**src/rtl/imm_gen_if.sv**
```systemverilog
// Handshake and result bus for the pipelined RV32 immediate generator.
// The master side presents instructions and consumes decoded immediates;
// the slave side is the immediate generator itself.
interface imm_gen_if #(
  parameter int XLEN = 32
);

  logic            flush;
  logic            in_valid;
  logic [31:0]     in_instr;
  logic            in_ready;
  logic            out_valid;
  logic            out_ready;
  logic [XLEN-1:0] out_imm;
  logic [2:0]      out_fmt;
  logic            out_illegal;

  modport master (
    output flush,
    output in_valid,
    output in_instr,
    output out_ready,
    input  in_ready,
    input  out_valid,
    input  out_imm,
    input  out_fmt,
    input  out_illegal
  );

  modport slave (
    input  flush,
    input  in_valid,
    input  in_instr,
    input  out_ready,
    output in_ready,
    output out_valid,
    output out_imm,
    output out_fmt,
    output out_illegal
  );

endinterface

```
**src/rtl/imm_gen_pipe.sv**
```systemverilog
// Pipelined RV32 immediate generator.
// Decodes the immediate field of a raw instruction word, extends it to XLEN
// bits and delivers it through a two-entry elastic buffer (output register
// plus skid register). in_ready depends only on the skid flop, so there is
// no combinational path from out_ready back to in_ready.
module imm_gen_pipe #(
  parameter int XLEN       = 32,
  parameter int SLTIU_ZEXT = 1
) (
  input  logic   clk,
  input  logic   rst,
  imm_gen_if.slave bus
);

  // Immediate format codes presented on out_fmt.
  localparam logic [2:0] FMT_NONE  = 3'd0;
  localparam logic [2:0] FMT_I     = 3'd1;
  localparam logic [2:0] FMT_S     = 3'd2;
  localparam logic [2:0] FMT_B     = 3'd3;
  localparam logic [2:0] FMT_U     = 3'd4;
  localparam logic [2:0] FMT_J     = 3'd5;
  localparam logic [2:0] FMT_SHAMT = 3'd6;
  localparam logic [2:0] FMT_ZIMM  = 3'd7;

  // Major opcodes that carry an immediate.
  localparam logic [6:0] OP_LOAD   = 7'b0000011;
  localparam logic [6:0] OP_JALR   = 7'b1100111;
  localparam logic [6:0] OP_IMM    = 7'b0010011;
  localparam logic [6:0] OP_STORE  = 7'b0100011;
  localparam logic [6:0] OP_BRANCH = 7'b1100011;
  localparam logic [6:0] OP_LUI    = 7'b0110111;
  localparam logic [6:0] OP_AUIPC  = 7'b0010111;
  localparam logic [6:0] OP_JAL    = 7'b1101111;
  localparam logic [6:0] OP_SYSTEM = 7'b1110011;

  // OP-IMM funct3 values that need special immediate handling.
  localparam logic [2:0] F3_SLL   = 3'b001;
  localparam logic [2:0] F3_SRX   = 3'b101;
  localparam logic [2:0] F3_SLTIU = 3'b011;

  // One buffered decode result.
  typedef struct packed {
    logic [XLEN-1:0] imm;
    logic [2:0]      fmt;
    logic            illegal;
  } entry_t;

  entry_t     dec;
  entry_t     out_q;
  entry_t     skid_q;
  logic       out_valid_q;
  logic       skid_full_q;

  logic [6:0] opcode;
  logic [2:0] funct3;
  logic       in_ready;
  logic       accept;
  logic       drain;
  logic       out_free;
  logic       load_skid;

  assign opcode = bus.in_instr[6:0];
  assign funct3 = bus.in_instr[14:12];

  // Decode the incoming instruction word into an extended immediate and format.
  always_comb begin
    // NOTE: every field gets a default before the case so no path leaves a
    // field unassigned, which would otherwise infer a latch.
    dec.imm     = '0;
    dec.fmt     = FMT_NONE;
    dec.illegal = 1'b0;
    unique case (opcode)
      OP_LOAD, OP_JALR: begin
        dec.fmt = FMT_I;
        dec.imm = XLEN'($signed(bus.in_instr[31:20]));
      end
      OP_IMM: begin
        if (funct3 == F3_SLL || funct3 == F3_SRX) begin
          // Shift amount only; the funct7 bits above it never leak through.
          dec.fmt = FMT_SHAMT;
          if (XLEN == 64) dec.imm = XLEN'(bus.in_instr[25:20]);
          else            dec.imm = XLEN'(bus.in_instr[24:20]);
        end else if (funct3 == F3_SLTIU && SLTIU_ZEXT != 0) begin
          dec.fmt = FMT_I;
          dec.imm = XLEN'(bus.in_instr[31:20]);
        end else begin
          dec.fmt = FMT_I;
          dec.imm = XLEN'($signed(bus.in_instr[31:20]));
        end
      end
      OP_STORE: begin
        dec.fmt = FMT_S;
        dec.imm = XLEN'($signed({bus.in_instr[31:25], bus.in_instr[11:7]}));
      end
      OP_BRANCH: begin
        dec.fmt = FMT_B;
        dec.imm = XLEN'($signed({bus.in_instr[31], bus.in_instr[7],
                                 bus.in_instr[30:25], bus.in_instr[11:8], 1'b0}));
      end
      OP_LUI, OP_AUIPC: begin
        // Upper immediate; on RV64 bit 31 is replicated into the upper word.
        dec.fmt = FMT_U;
        dec.imm = XLEN'($signed({bus.in_instr[31:12], 12'b0}));
      end
      OP_JAL: begin
        dec.fmt = FMT_J;
        dec.imm = XLEN'($signed({bus.in_instr[31], bus.in_instr[19:12],
                                 bus.in_instr[20], bus.in_instr[30:21], 1'b0}));
      end
      OP_SYSTEM: begin
        // CSR immediate forms use the rs1 field as a 5-bit unsigned value.
        dec.fmt = FMT_ZIMM;
        dec.imm = XLEN'(bus.in_instr[19:15]);
      end
      default: begin
        dec.illegal = 1'b1;
      end
    endcase
  end

  // Handshake terms. A new word is taken only while the skid slot is free;
  // flush discards whatever is presented in the same cycle.
  assign in_ready  = !skid_full_q;
  assign accept    = bus.in_valid && in_ready && !bus.flush;
  assign drain     = out_valid_q && bus.out_ready;
  assign out_free  = !out_valid_q || drain;
  assign load_skid = accept && !out_free;

  // Output register and occupancy flags: refill from skid first, else from input.
  always_ff @(posedge clk or posedge rst) begin
    // NOTE: state is updated with non-blocking assignments so every flop
    // samples the pre-edge values regardless of statement order.
    if (rst) begin
      out_valid_q <= 1'b0;
      skid_full_q <= 1'b0;
      out_q       <= '0;
    end else if (bus.flush) begin
      out_valid_q <= 1'b0;
      skid_full_q <= 1'b0;
    end else if (out_free) begin
      if (skid_full_q) begin
        // Older entry waiting in skid moves forward; input is stalled.
        out_q       <= skid_q;
        out_valid_q <= 1'b1;
        skid_full_q <= 1'b0;
      end else if (accept) begin
        out_q       <= dec;
        out_valid_q <= 1'b1;
      end else begin
        out_valid_q <= 1'b0;
      end
    end else if (accept) begin
      skid_full_q <= 1'b1;
    end
  end

  // Skid payload capture when the output register is occupied and held.
  always_ff @(posedge clk) begin
    // NOTE: the skid payload has no reset; skid_full_q qualifies it, so its
    // contents are never observed until written.
    if (load_skid) skid_q <= dec;
  end

  assign bus.in_ready    = in_ready;
  assign bus.out_valid   = out_valid_q;
  assign bus.out_imm     = out_q.imm;
  assign bus.out_fmt     = out_q.fmt;
  assign bus.out_illegal = out_q.illegal;

endmodule

```
**src/flat_wrapper.sv**
```systemverilog
// flat-port wrapper written by rule: the top's interface ports become plain ports
module imm_gen_pipe_flat 
#(
  parameter int XLEN       = 32,
  parameter int SLTIU_ZEXT = 1
)
  (clk, rst, bus_flush, bus_in_valid, bus_in_instr, bus_out_ready, bus_in_ready, bus_out_valid, bus_out_imm, bus_out_fmt, bus_out_illegal);
  imm_gen_if #(.XLEN(XLEN)) bus_i ();
  input  logic clk;
  input  logic rst;
  input wire logic [$bits(bus_i.flush)-1:0] bus_flush;
  input wire logic [$bits(bus_i.in_valid)-1:0] bus_in_valid;
  input wire logic [$bits(bus_i.in_instr)-1:0] bus_in_instr;
  input wire logic [$bits(bus_i.out_ready)-1:0] bus_out_ready;
  output wire logic [$bits(bus_i.in_ready)-1:0] bus_in_ready;
  output wire logic [$bits(bus_i.out_valid)-1:0] bus_out_valid;
  output wire logic [$bits(bus_i.out_imm)-1:0] bus_out_imm;
  output wire logic [$bits(bus_i.out_fmt)-1:0] bus_out_fmt;
  output wire logic [$bits(bus_i.out_illegal)-1:0] bus_out_illegal;
  assign bus_i.flush = bus_flush;
  assign bus_i.in_valid = bus_in_valid;
  assign bus_i.in_instr = bus_in_instr;
  assign bus_i.out_ready = bus_out_ready;
  assign bus_in_ready = bus_i.in_ready;
  assign bus_out_valid = bus_i.out_valid;
  assign bus_out_imm = bus_i.out_imm;
  assign bus_out_fmt = bus_i.out_fmt;
  assign bus_out_illegal = bus_i.out_illegal;
  imm_gen_pipe #(.XLEN(XLEN), .SLTIU_ZEXT(SLTIU_ZEXT)) u_core (.clk(clk), .rst(rst), .bus(bus_i));
endmodule
```
**config.mk**
```make
export PLATFORM = sky130hd
export DESIGN_NAME = imm_gen_pipe_flat
export DESIGN_NICKNAME = d
export VERILOG_FILES = /design/src/rtl/imm_gen_if.sv /design/src/rtl/imm_gen_pipe.sv /design/src/flat_wrapper.sv
export SDC_FILE = /design/constraint.sdc
export NUM_CORES = 1
export LEC_CHECK = 0
export BUFFER_PORTS_ARGS = -buffer_cell sky130_fd_sc_hd__buf_2
export CAP_MARGIN = 0
export CELL_PAD_IN_SITES_DETAIL_PLACEMENT = 1
export CELL_PAD_IN_SITES_GLOBAL_PLACEMENT = 1
export CORE_ASPECT_RATIO = 1.1
export CORE_MARGIN = 2
export CORE_UTILIZATION = 46
export DETAILED_ROUTE_END_ITERATION = 16
export HOLD_SLACK_MARGIN = 0.06
export PLACE_DENSITY_LB_ADDON = 0.1
export SLEW_MARGIN = 25
export SYNTH_ARGS = -nofsm -noshare
export SYNTH_HDL_FRONTEND = slang
export SYNTH_SLANG_ARGS = --single-unit
```
**constraint.sdc**
```tcl
create_clock -name clk -period 7.6 [get_ports clk]
set_input_delay 0.76 -clock clk [delete_from_list [all_inputs] [get_ports clk]]
set_output_delay 0.76 -clock clk [all_outputs]
set_load 0.005 [all_outputs]
```
; Yosys cells after proc, flatten, opt, wreduce, memory -nomap -nowiden
; Index checks and enable logic that the tools add are counted.
; W data, S select, Z words.
[totals]
output_inout_bits = 38
regBits = 74
elab_cells = 51
[op_classes]
eq_ne = 12
n_reduce_logical = 17
mux = 13
n_bitwise = 1
[op_table]
columns = operator, count
row1 = $pmux W35 S7, 1
row2 = $mux W36, 2
row3 = $mux W35, 2
row4 = $eq A7 B7 Y1 const B, 4
row5 = $eq A7 B5 Y1 const B, 2
row6 = $eq A7 B6 Y1 const B, 2
row7 = $reduce_or A9 Y1, 1
row8 = $mux W1, 8
row9 = $eq A7 B2 Y1 const B, 1
row10 = $logic_and A1 B1 Y1, 4
row11 = $logic_not A1 Y1, 4
row12 = $reduce_bool A2 Y1, 2
row13 = $reduce_or A2 Y1, 2
row14 = $eq A3 B1 Y1 const B, 1
row15 = $eq A3 B2 Y1 const B, 1
row16 = $eq A3 B3 Y1 const B, 1
row17 = $reduce_and A3 Y1, 1
row18 = $reduce_bool A3 Y1, 1
row19 = $logic_or A1 B1 Y1, 2
row20 = $not A1 Y1, 1

; Longest topological paths before layout
[logic_depth]
word_depth = 7
ltp_mapped = 7
ltp_nobuf = 4

; Worst setup path after synthesis
; No wires, ideal clock.
[synth_path]
path_kind = input to register
from = in bus_flush
to = reg u_core.skid_q[0] (netlist name), enable pin
required_time_ns = 7.068
path_buffers = 2
path_slack_ns = 2.120
arrival_ns = 4.948
setup_ns = 0.532
cell_stages = 3
cell_sequence = clkbuf_1 -> buf_1 -> nor4b_1
[synth_via]
elab_chain_len = 3
[synth_rtl]
columns = element, line
row1 = start: declaration, flat_wrapper.sv:11  ; input wire logic [$bits(bus_i.flush)-1:0] bus_flush;
row2 = $logic_not A1 Y1, imm_gen_pipe.sv:124  ; assign accept = bus.in_valid && in_ready && !bus.flush;
row3 = $logic_and A1 B1 Y1, imm_gen_pipe.sv:124
row4 = $logic_and A1 B1 Y1, imm_gen_pipe.sv:127  ; assign load_skid = accept && !out_free;
row5 = named net u_core.load_skid, imm_gen_pipe.sv:60  ; logic load_skid;
row6 = end signal: assignment, imm_gen_pipe.sv:161  ; if (load_skid) skid_q <= dec;
row7 = end: declaration, imm_gen_pipe.sv:50  ; entry_t skid_q;
; The timed path passes the listed nets, and every way through them passes these cells.
; A chain may end at the register's enable or synchronous reset.

; Worst setup path in the final report
[layout_path]
from = reg u_core.skid_full_q
to = reg u_core.out_q, in the netlist u_core.bus.out_imm[24]
[layout_via]
elab_chain_len = 5
elab_cells_between_ends = 6
[layout_rtl]
columns = element, line
row1 = start: declaration, imm_gen_pipe.sv:52  ; logic skid_full_q;
row2 = start signal: assignment, imm_gen_pipe.sv:135  ; skid_full_q <= 1'b0;
row3 = start signal: assignment, imm_gen_pipe.sv:139  ; skid_full_q <= 1'b0;
row4 = start signal: assignment, imm_gen_pipe.sv:145  ; skid_full_q <= 1'b0;
row5 = $logic_not A1 Y1, imm_gen_pipe.sv:123  ; assign in_ready = !skid_full_q;
row6 = $logic_and A1 B1 Y1 (2 in series), imm_gen_pipe.sv:124
row7 = $reduce_bool A2 Y1 (no source line), --
row8 = $reduce_and A3 Y1 (no source line), --
row9 = end signal: assignment, imm_gen_pipe.sv:143  ; out_q <= skid_q;
row10 = end: declaration, imm_gen_pipe.sv:49  ; entry_t out_q;
; Parallel ways exist; a longest one is shown, timed or not.

==> results by stage <==
Synth:
- After synthesis, the share of flip-flops with an asynchronous set or reset is between 50 and 60%.
- By instance count, the leading cell after synthesis is sky130_fd_sc_hd__nand2_1.
- Averaged over all synthesized cells, the footprint is approximately 10 µm².
- The leading register cell type out of synthesis is sky130_fd_sc_hd__dfrtp_1.
- The largest family of logic cells by synthesized area is compound AO/OA/AOI/OAI gates.
- By count the netlist is led by 48 x sky130_fd_sc_hd__nand2_1, 38 x sky130_fd_sc_hd__dfrtp_1, 36 x sky130_fd_sc_hd__edfxtp_1.
- Summed over all instances, the cell type with the most area after synthesis is sky130_fd_sc_hd__edfxtp_1.
- The post-synthesis net count is between 400 and 500.
- The number of flops mapped to enable cells by yosys is 36.
- The count of cell types in the netlist is 55.
- The number of synthesized register bits is 74.
- The synthesized-area fraction occupied by ao, oa, aoi and oai cells is 22.40%.
- The synthesis warning total is 0.
- The simple-gate area share of the yosys netlist is approximately a fifth.
- The proportion of synthesized area in mux cells is less than 1%.
- The gate count after technology mapping is ~370.
- After Yosys synthesis, full adders, half adders and majority gates account for 0% of the synthesized area.
- The share of the Yosys chip area taken by registers is 53.88%.
- The area share of xor/xnor cells in the synthesized design is less than 1%.
- The portion of synthesized cell area occupied by the leading cell type is between 20 and 30%.
- By area the synthesized netlist is led by sky130_fd_sc_hd__edfxtp_1 29%, sky130_fd_sc_hd__dfrtp_1 25%, sky130_fd_sc_hd__nand2_1 4.8%.
- In this run the cell area of the synthesized design comes to roughly 0.0038 mm².

STA:
- The count of pins over their slew limit came to 0.
- The slew at the pin closest to its max-slew limit is between 1 and 1.5 ns.
- The clock skew after layout is 0.01019 ns.
- Setup repair after global routing left no endpoint under its margin.
- The number of setup violations in the final report is 0.
- For the finished layout, the period the worst path requires is between 3 and 4 ns.
- The highest clock rate is around 330 MHz.
- The final setup TNS is 0 ns.
- The final number of hold-violating endpoints came to 0.
- In this run the tightest slew margin relative to its limit is between 30% and 40%.
- The worst path uses just over 40% of the clock period.

Clock network:
- The clock insertion delay at the later pin of the skew report is roughly 0.35 ns.
- The number of buffers added to fix hold violations after cts is 0.
- The number of sinks driven by the clock tree is 74.
- The maximum level of the CTS H-tree is 3.
- Buffers added to address setup during post-CTS repair amount to 0.
- The CTS root buffer is sky130_fd_sc_hd__clkbuf_8.
- TritonCTS built the clock tree.
- The clock-pin transition on the worst setup and hold timing paths is approximately 0.080 ns.
- The number of buffers on the longest clock path is 2.
- The number of buffers created by CTS is 9.
- The number of cells upsized or downsized after cts is 0.

Drt:
- In the routed layout, each cell is associated on average with a via count of between 6 and 7.
- The number of search-and-repair iterations in the first detailed-routing pass is 4.
- The count of nets left with antenna violations once routing finished came out at 0.
- For this block, the routed nets add up to around 11 mm of wire.
- After detailed routing, the average wire length per cell comes to ~21 µm.
- The remaining routing DRC violations is 0.
- Across all layers, the routed design uses 3,290 vias.
- The detailed router finished its first iteration with around 180 violations.

Critical path:
- The cell family with the largest share of critical-path delay is simple AND/OR/NAND/NOR gates.
- Walking the worst path, the cells encountered are nor2_2 > or3_1 > nor2_2 > a31oi_1.
- The worst setup path is captured at a register.
- The largest individual stage delay along the critical path comes from the cell sky130_fd_sc_hd__nor2_2.
- Along the worst path, the maximum fanout reaches 22.
- Counting stages on the worst path, the most repeated cell is sky130_fd_sc_hd__nor2_2.
- The worst setup path is of the reg2reg kind.
- STA puts the critical path data arrival time at between 3 and 4 ns.
- Counting both buffers and inverters, the worst setup path holds a total of 0.
- At the worst endpoint, the required time is a little under 8 ns.
- The worst stage delay on the critical path is 0.89 ns.
- The worst setup path is launched from a register.

Power and ir drop:
- The proportion of power drawn by the clock network is a little over a third.
- The switching power total is about 0.25 mW.
- The switching power share of the total is 27.26%.
- Internal power comes to about 0.66 mW.
- The maximum vdd ir drop is 0.09335 mV.
- The part of the power in combinational logic is between 10 and 15%.
- The leakage power summed over all cells is about 1.9 nW.
- Sequential cells account for roughly half of the total power.
- Dividing total power by cell area gives a power density of ~210 mW/mm².

Layout:
- From synthesis to final layout, the design area changed by 16.95%.
- The number of inserted diodes is 0.
- After the last flow step, the layout net total stands at 466.
- Cells with a size suffix above 1 make up roughly 25% of the layout.
- After the flow finishes, the layout carries non-filler instances totaling around 540.

Placed design:
- Once placement completed, the tool counted placed cells totaling roughly 530.
- The HPWL after detailed placement is 7.652 mm.
- In this run the tool buffered the top-level ports with 74 buffer cells.
- The weighted congestion at the end of routability-driven global placement is approximately 0.89.

Worst hold path:
- The type of the most critical hold path is reg2reg.

Floorplanning:
- The area of the die is around 0.0089 mm².
- Once the floorplan was initialized, standard cells occupied around 47% of the core.
- The floorplan has 34 rows.
- The die outline height is 98.96 µm.
- The total area inside the core boundary comes to 0.007955 mm².
- The horizontal extent of the die is around 90 µm.
- between 70 and 80 I/O pins were placed.

GRT:
- The overall overflow remaining after global route is 0.
- The global-route wire length before repair is between 15 and 20 mm.
- In the global route stage, overall resource usage came out at between 20% and 30%.
- The pin count of the biggest net entering global routing is 39.
- The initial antenna violation count was 0.
- The via count of the first global-routing pass is between 3,000 and 4,000.

Status:
- The run finished with clean final reports.

Flow run:
- The max-cap violation count is 0.
## power groups by stage
stage | Clock [mW] | Combinational (mW) | Sequential, mW
detailed placement | 0 | 0.126 | 0.471
floorplan | 0 | 0.0648 | 0.470
finish | 0.317 | 0.127 | 0.462
global placement | 0 | 0.122 | 0.469
CTS | 0.320 | 0.127 | 0.462
global route | 0.334 | 0.140 | 0.466
## final cells by class
cell class	count	area, µm²
fillers	913	3545
inverters	9	33.78
repair buffers	81	422.9
flip-flops and latches	74	2032
clock inverters	6	63.81
well taps	108	135.1
clock buffers	10	137.6
multi-input cells	254	1585
## cells by family (layout without fill, tap and decap cells)
kind of cell    after synthesis  after routing
compound gates              122            122
xor+xnor                      1              1
buf+inv                      40            106
flops                        74             74
mux                           1              1
simple gates                130            130
## layout by cell type, fill, tap and decap left out, types with 2 or more instances in the layout
master,Yosys,final
sky130_fd_sc_hd__o2bb2ai_1,2,2
sky130_fd_sc_hd__a41o_1,6,6
sky130_fd_sc_hd__a2bb2oi_1,4,4
sky130_fd_sc_hd__a22o_1,2,2
sky130_fd_sc_hd__and2_1,8,8
sky130_fd_sc_hd__nand2_1,48,48
sky130_fd_sc_hd__or3_1,3,3
sky130_fd_sc_hd__and2_0,3,3
sky130_fd_sc_hd__or4_1,2,2
sky130_fd_sc_hd__dfrtp_1,38,38
sky130_fd_sc_hd__buf_4,1,7
sky130_fd_sc_hd__o31ai_1,7,7
sky130_fd_sc_hd__clkbuf_8,0,10
sky130_fd_sc_hd__nor3_1,4,4
sky130_fd_sc_hd__a21oi_1,19,18
sky130_fd_sc_hd__clkinv_2,0,2
sky130_fd_sc_hd__nand4b_1,2,2
sky130_fd_sc_hd__a22oi_1,5,5
sky130_fd_sc_hd__nor4_1,22,22
sky130_fd_sc_hd__clkinvlp_4,0,2
sky130_fd_sc_hd__nor2_2,2,2
sky130_fd_sc_hd__nand3_1,5,5
sky130_fd_sc_hd__nor2_1,9,9
sky130_fd_sc_hd__inv_1,9,9
sky130_fd_sc_hd__and3_1,3,3
sky130_fd_sc_hd__buf_2,14,74
sky130_fd_sc_hd__o211ai_1,5,5
sky130_fd_sc_hd__o21ai_0,20,20
sky130_fd_sc_hd__edfxtp_1,36,36
sky130_fd_sc_hd__nor2b_1,7,6
sky130_fd_sc_hd__o21bai_1,19,19
sky130_fd_sc_hd__a31oi_1,19,19
sky130_fd_sc_hd__a211o_1,4,4
## metrics by stage
stage	util [%]	hold slack [ns]	total power, mW	cell area (µm²)	worst slack [ns]
floorplan	-	0.4733	0.5349	3771	2.120
global placement	52.86	0.4771	0.5919	4205	4.653
detailed placement	52.86	0.4968	0.5972	4205	4.525
CTS	55.39	0.5157	0.9097	4407	4.566
global route	55.44	0.5417	0.9399	4410	4.294
finish	55.44	0.5108	0.9054	4410	4.525
## worst reg2reg max path, cell delays in order, from the launching register on
cell and delay [ns]:
sky130_fd_sc_hd__dfrtp_1 0.88, sky130_fd_sc_hd__nor2_2 0.25, sky130_fd_sc_hd__or3_1 0.67, sky130_fd_sc_hd__nor2_2 0.89, sky130_fd_sc_hd__a31oi_1 0.21
## state kept, by name (all words and copies together) (netlist names)
register                count
u_core.bus.out_illegal      1
u_core.skid_full_q          1
u_core.bus.out_valid        1
u_core.skid_q              36
u_core.bus.out_imm         32
u_core.bus.out_fmt          3
## final timing paths
path / depth (start not counted) / endpoint / start / slack, ns
max: 4 / u_core.bus.out_imm[24] / u_core.skid_full_q / 4.52
max reg2reg: 4 / u_core.bus.out_imm[24] / u_core.skid_full_q / 4.52
min reg2reg: 2 / u_core.bus.out_fmt[0] / u_core.bus.out_fmt[0] / 0.51
min: 2 / u_core.bus.out_fmt[0] / u_core.bus.out_fmt[0] / 0.51
min in group asynchronous: 3 / u_core.bus.out_imm[25] / rst / 0.53
max in group asynchronous: 3 / u_core.bus.out_imm[31] / rst / 6.71
## per-layer routing
layer	track usage (%)	vias up	routed length (µm)
li1	-	1516	-
met1	33.62	1654	4769
met2	45.63	103	5712
met3	3.746	17	519
met4	9.704	0	225
met5	0	-	0
Note: power is estimated with default switching activity, not from simulation.
